$ cat config.mk
export PLATFORM = sky130hd
export DESIGN_NAME = seg_scan_driver
export DESIGN_NICKNAME = d
export VERILOG_FILES = /design/src/rtl/seg_scan_driver.sv
export SDC_FILE = /design/constraint.sdc
export NUM_CORES = 1
export LEC_CHECK = 0
export BUFFER_PORTS_ARGS = -buffer_cell sky130_fd_sc_hd__buf_2
export CORE_MARGIN = 2
export CORE_UTILIZATION = 64
export CTS_CLUSTER_DIAMETER = 80
export DETAILED_ROUTE_END_ITERATION = 16
export PLACE_DENSITY = 0.93
export SYNTH_ARGS = -nofsm -noshare
export SYNTH_HDL_FRONTEND = slang
export SYNTH_SLANG_ARGS = --single-unit
$ cat constraint.sdc
create_clock -name clk -period 5.7 [get_ports clk]
set_clock_uncertainty 0.2 [all_clocks]
set_input_delay 0.855 -clock clk [delete_from_list [all_inputs] [get_ports clk]]
set_output_delay 0.855 -clock clk [all_outputs]
set_load 0.005 [all_outputs]
$ cat src/rtl/seg_scan_driver.sv
// Multiplexed 7-segment scan driver with double-buffered frames applied only at
// the scan-frame boundary, anti-ghost blanking at each digit slot and flash gating.
module seg_scan_driver #(
  parameter int unsigned DIGITS     = 5,
  parameter int unsigned SCAN_DIV   = 20000,
  parameter int unsigned BLANK_CYC  = 200,
  parameter int unsigned FLASH_HALF = 2000000
) (
  input  logic                  clk,
  input  logic                  reset,
  input  logic [8*DIGITS-1:0]   frame_data,
  input  logic [1:0]            frame_mode,
  input  logic                  frame_load,
  output logic                  frame_upd,
  output logic [DIGITS-1:0]     dig_sel,
  output logic [7:0]            seg_out
);

  localparam int unsigned DIV_W = (SCAN_DIV > 1)   ? $clog2(SCAN_DIV)   : 1;
  localparam int unsigned IDX_W = (DIGITS > 1)     ? $clog2(DIGITS)     : 1;
  localparam int unsigned FL_W  = (FLASH_HALF > 1) ? $clog2(FLASH_HALF) : 1;

  typedef enum logic [1:0] {
    MODE_CONST  = 2'b00,
    MODE_FLASH  = 2'b01,
    MODE_BLANK  = 2'b10,
    MODE_CONST2 = 2'b11
  } mode_e;

  logic [DIV_W-1:0]    div_cnt_q,   div_cnt_d;
  logic [IDX_W-1:0]    digit_idx_q, digit_idx_d;
  logic [FL_W-1:0]     flash_cnt_q, flash_cnt_d;
  logic                flash_on_q,  flash_on_d;
  logic [8*DIGITS-1:0] act_data_q,  act_data_d;
  mode_e               act_mode_q,  act_mode_d;
  logic [8*DIGITS-1:0] pend_data_q, pend_data_d;
  mode_e               pend_mode_q, pend_mode_d;
  logic                pend_flag_q, pend_flag_d;
  logic                frame_upd_q, frame_upd_d;
  logic [DIGITS-1:0]   dig_sel_q,   dig_sel_d;
  logic [7:0]          seg_out_q,   seg_out_d;

  logic  div_wrap;
  logic  frame_end;
  logic  apply;
  mode_e new_mode;

  always_ff @(posedge clk or negedge reset) begin
    if (!reset) begin
      div_cnt_q   <= '0;
      digit_idx_q <= '0;
      flash_cnt_q <= '0;
      flash_on_q  <= 1'b1;
      act_data_q  <= '0;
      act_mode_q  <= MODE_BLANK;
      pend_data_q <= '0;
      pend_mode_q <= MODE_CONST;
      pend_flag_q <= 1'b0;
      frame_upd_q <= 1'b0;
      dig_sel_q   <= '1;
      seg_out_q   <= '0;
    end else begin
      div_cnt_q   <= div_cnt_d;
      digit_idx_q <= digit_idx_d;
      flash_cnt_q <= flash_cnt_d;
      flash_on_q  <= flash_on_d;
      act_data_q  <= act_data_d;
      act_mode_q  <= act_mode_d;
      pend_data_q <= pend_data_d;
      pend_mode_q <= pend_mode_d;
      pend_flag_q <= pend_flag_d;
      frame_upd_q <= frame_upd_d;
      dig_sel_q   <= dig_sel_d;
      seg_out_q   <= seg_out_d;
    end
  end

  // Scan counters
  always_comb begin
    div_wrap    = (div_cnt_q == DIV_W'(SCAN_DIV - 1));
    frame_end   = div_wrap && (digit_idx_q == IDX_W'(DIGITS - 1));
    div_cnt_d   = div_wrap ? '0 : div_cnt_q + 1'b1;
    digit_idx_d = digit_idx_q;
    if (div_wrap) begin
      digit_idx_d = (digit_idx_q == IDX_W'(DIGITS - 1)) ? '0 : digit_idx_q + 1'b1;
    end
  end

  // A load on the frame-end cycle bypasses the pending buffer entirely.
  always_comb begin
    apply       = frame_end && (frame_load || pend_flag_q);
    new_mode    = frame_load ? mode_e'(frame_mode) : pend_mode_q;
    act_data_d  = act_data_q;
    act_mode_d  = act_mode_q;
    pend_data_d = pend_data_q;
    pend_mode_d = pend_mode_q;
    pend_flag_d = pend_flag_q;
    frame_upd_d = apply;
    if (frame_end) begin
      pend_flag_d = 1'b0;
      if (apply) begin
        act_data_d = frame_load ? frame_data : pend_data_q;
        act_mode_d = new_mode;
      end
    end else if (frame_load) begin
      pend_data_d = frame_data;
      pend_mode_d = mode_e'(frame_mode);
      pend_flag_d = 1'b1;
    end
  end

  // Flash timer restarts visible only when the applied mode actually changes
  always_comb begin
    flash_cnt_d = flash_cnt_q + 1'b1;
    flash_on_d  = flash_on_q;
    if (apply && (new_mode != act_mode_q)) begin
      flash_cnt_d = '0;
      flash_on_d  = 1'b1;
    end else if (flash_cnt_q == FL_W'(FLASH_HALF - 1)) begin
      flash_cnt_d = '0;
      flash_on_d  = ~flash_on_q;
    end
  end

  always_comb begin
    dig_sel_d = '1;
    seg_out_d = '0;
    if ((div_cnt_q >= DIV_W'(BLANK_CYC)) && (act_mode_q != MODE_BLANK) &&
        !((act_mode_q == MODE_FLASH) && !flash_on_q)) begin
      for (int unsigned i = 0; i < DIGITS; i++) begin
        if (digit_idx_q == IDX_W'(i)) begin
          dig_sel_d = ~(DIGITS'(1) << i);
          seg_out_d = act_data_q[8*(DIGITS-1-i) +: 8];
        end
      end
    end
  end

  assign frame_upd = frame_upd_q;
  assign dig_sel   = dig_sel_q;
  assign seg_out   = seg_out_q;

endmodule

==> out/summary.txt <==
worst reg2reg path endpoint = pend_data_q[8]
n_diodes = 0
Post-DRT Antenna Nets = 0
area leader, netlist = dfrtp_1
final cell count without fillers = 767
placed insts = 735
Tcrit/Tclk final = 55.11%
critical path startpoint category = flop
first-pass GRT wire length = 23460 um
RSZ-0062 raised after global routing = no
Die Span Y = 104.2 um
antenna violations before repair = 0
Cell Pwr Density = 312.6 nW/um^2
# hold bufs at CTS = 0
Synth Cell Area = 6426 um^2
fin crit period = 3141 ps
maximum vdd drop = 0.2428 mV
status = complete, no violations
critical path arrival = 3360 ps
CP Class = reg -> reg
Nets = 674
FF-to-FF setup slack = 2560 ps
DRC = 0
vias per cell = 6.053
Rel. slew slack = 21.61%
Resize count post-CTS = 0
synthesized flop and latch total = 139
worst hold slack = 282.4 ps
Post-synth EDFFs = 0
htree depth = 4
wire per inst = 18.14 um
GRT Resource Usage Total = 27.61%
clock latency on the worst-skew pair = 530 ps
hold_sp = flash_cnt_q[0]
Area Growth Syn to Fin = 13.63%
ranking of synthesized cells by area = dfrtp_1 51%, mux2_2 7.5%, mux2i_1 6.5%
Bufs on Longest Clock Path = 2
Reg clk slew, reported paths = 60 ps
endpoint of the worst hold path = flash_cnt_q[0]
Hold Path Class = reg -> reg
# fillers = 620
register area share after synthesis = 54.26%
fin. max-slew vios = 0
commonest cells in the netlist = 132 x dfrtp_1, 67 x nand2_1, 47 x nor2_1
Synth top area share = 51.40%
Post-synth ARST share = 100.0%
Die Wd = 104.2 um
most common cell in the netlist = dfrtp_1
TritonRoute pass-1 iters = 7
Port Buf Inserts = 58
post-route core utilization = 74.71%
WP data required = 5920 ps
Worst R2R Start = digit_idx_q[0]
Post-Syn Area per Cell = 11.25 um^2
number of buffers created by CTS = 17
postcts setup bufs = 0
syn_nets = 624
largest net degree at the start of global routing = 97
Vias = 4643
CTS tree = done
CP Capture Type = flop
r2r worst-path depth = 6
maxcap violations = 0
die area = 10860 um^2
main flop type after synthesis = dfrtp_1
Root Buffer Master = clkbuf_8
I/O pin count = 59
P_leak = 3.333 nW
number of clock sinks = 139
gp weighted congestion = 0.8507
Post-Place Setup Slack = 2585 ps
Worst-Margin Slew = 1176 ps
Setup violations, final = 0
fmax = 0.3183 GHz
Final Hold Fails = 0
First DRT Iteration DRCs = 315
grt ovf = 0
DRT Wirelength = 13910 um
Site Rows = 36
PnR worst setup slack = 2559 ps
initial core utilization = 65.75%
vias in the first global route = 4865
hpwl dp = 8809 um
Min-Delay Path Depth = 1
Gate Count Post-Synth = 571
layout cell share with drive strength beyond 1 = 25.24%
CP Max Fanout = 24
Ys Warns = 0
core area = 9774 um^2
Fin Setup TNS = 0 ps
Netlist cell types = 46
-- how the worst max path moves through the flow --
stage / startpoint / cells past startpoint / to / slack (ps)
after floorplan: frame_load / 7 / flash_cnt_q[12] / 3230
after global placement: digit_idx_q[0] / 6 / pend_data_q[9] / 2730
after detailed placement: frame_load / 6 / flash_cnt_q[11] / 2580
after CTS: digit_idx_q[0] / 6 / pend_data_q[8] / 2600
after global routing: digit_idx_q[0] / 6 / pend_data_q[8] / 2350
final: digit_idx_q[0] / 6 / pend_data_q[8] / 2560
-- stage by stage --
| step | total power, W | area [um^2] |
|---|---|---|
| 2_1_floorplan | 0.001163 | 6426 |
| 3_3_place_gp | 0.001216 | 6725 |
| 3_5_place_dp | 0.001228 | 6725 |
| 4_1_cts | 0.002293 | 7302 |
| 5_1_grt | 0.002362 | 7302 |
| 6_report | 0.002283 | 7302 |
-- flip-flops by register name (all words and copies together) (netlist names) --
signal	count
act_data_q	40
act_mode_q	2
dig_sel	5
digit_idx_q	3
div_cnt_q	15
flash_cnt_q	21
flash_on_q	1
frame_upd	1
pend_data_q	40
pend_flag_q	1
pend_mode_q	2
seg_out	8
-- layer usage --
metal / global-route usage [%] / up-vias / share of wire (%)
met5: 0 / - / 0
met4: 11.68 / 0 / 3.1
met3: 8.333 / 47 / 6.3
met2: 45.63 / 190 / 51
met1: 33.92 / 2311 / 40
li1: - / 2095 / -
-- placed cells by master, fill, tap and decap left out, types with 2 or more instances in the layout --
master	count
dfrtp_1	132
nand2_1	67
buf_2	57
nor2_1	47
mux2_2	43
mux2i_1	42
o21ai_1	38
xnor2_1	21
o21ai_0	20
nand3_1	19
clkbuf_16	16
xor2_1	13
a21oi_1	10
and3b_1	9
inv_1	8
a221oi_1	8
ha_1	8
dfstp_2	7
nor3_1	6
nand4_1	6
o21ai_2	5
clkinv_2	5
clkbuf_8	4
buf_4	4
and3_1	3
and4_1	2
nor4b_1	2
or3_1	2
nor4_1	2
and2_1	2
or3_2	2
clkinvlp_4	2
bufinv_16	2
-- layout make-up --
cell class	count	area [um^2]	area share, %
Sequential cell	139	3487	47.76
Inverter	8	30.03	0.4112
Clock buffer	21	459.2	6.289
Multi-Input combinational cell	394	2726	37.34
Tap cell	133	166.4	2.279
Timing Repair Buffer	61	315.3	4.318
Clock inverter	11	117.6	1.611
-- cell families after synthesis --
group           share of synthesized area [%]
mux                                     14.08
compound gates                          7.866
xor+xnor                                4.634
flops                                   54.26
buf+inv                                 3.427
simple gates                            14.17
fa+ha+maj                               1.558
-- power breakdown --
group,internal (W),leakage (nW),switching [W]
clock,0.000655,0.284,0.000414
combinational,0.0000687,1.28,0.0000802
sequential,0.00103,1.77,0.0000307
total,0.00176,3.33,0.000525
-- critical path, cell delays in order, from the launching register on --
cell	delay, ps
dfrtp_1	420
inv_1	110
ha_1	360
nand2_1	430
o21ai_4	640
buf_4	460
mux2_2	390
(Power assumes the default switching activity.)
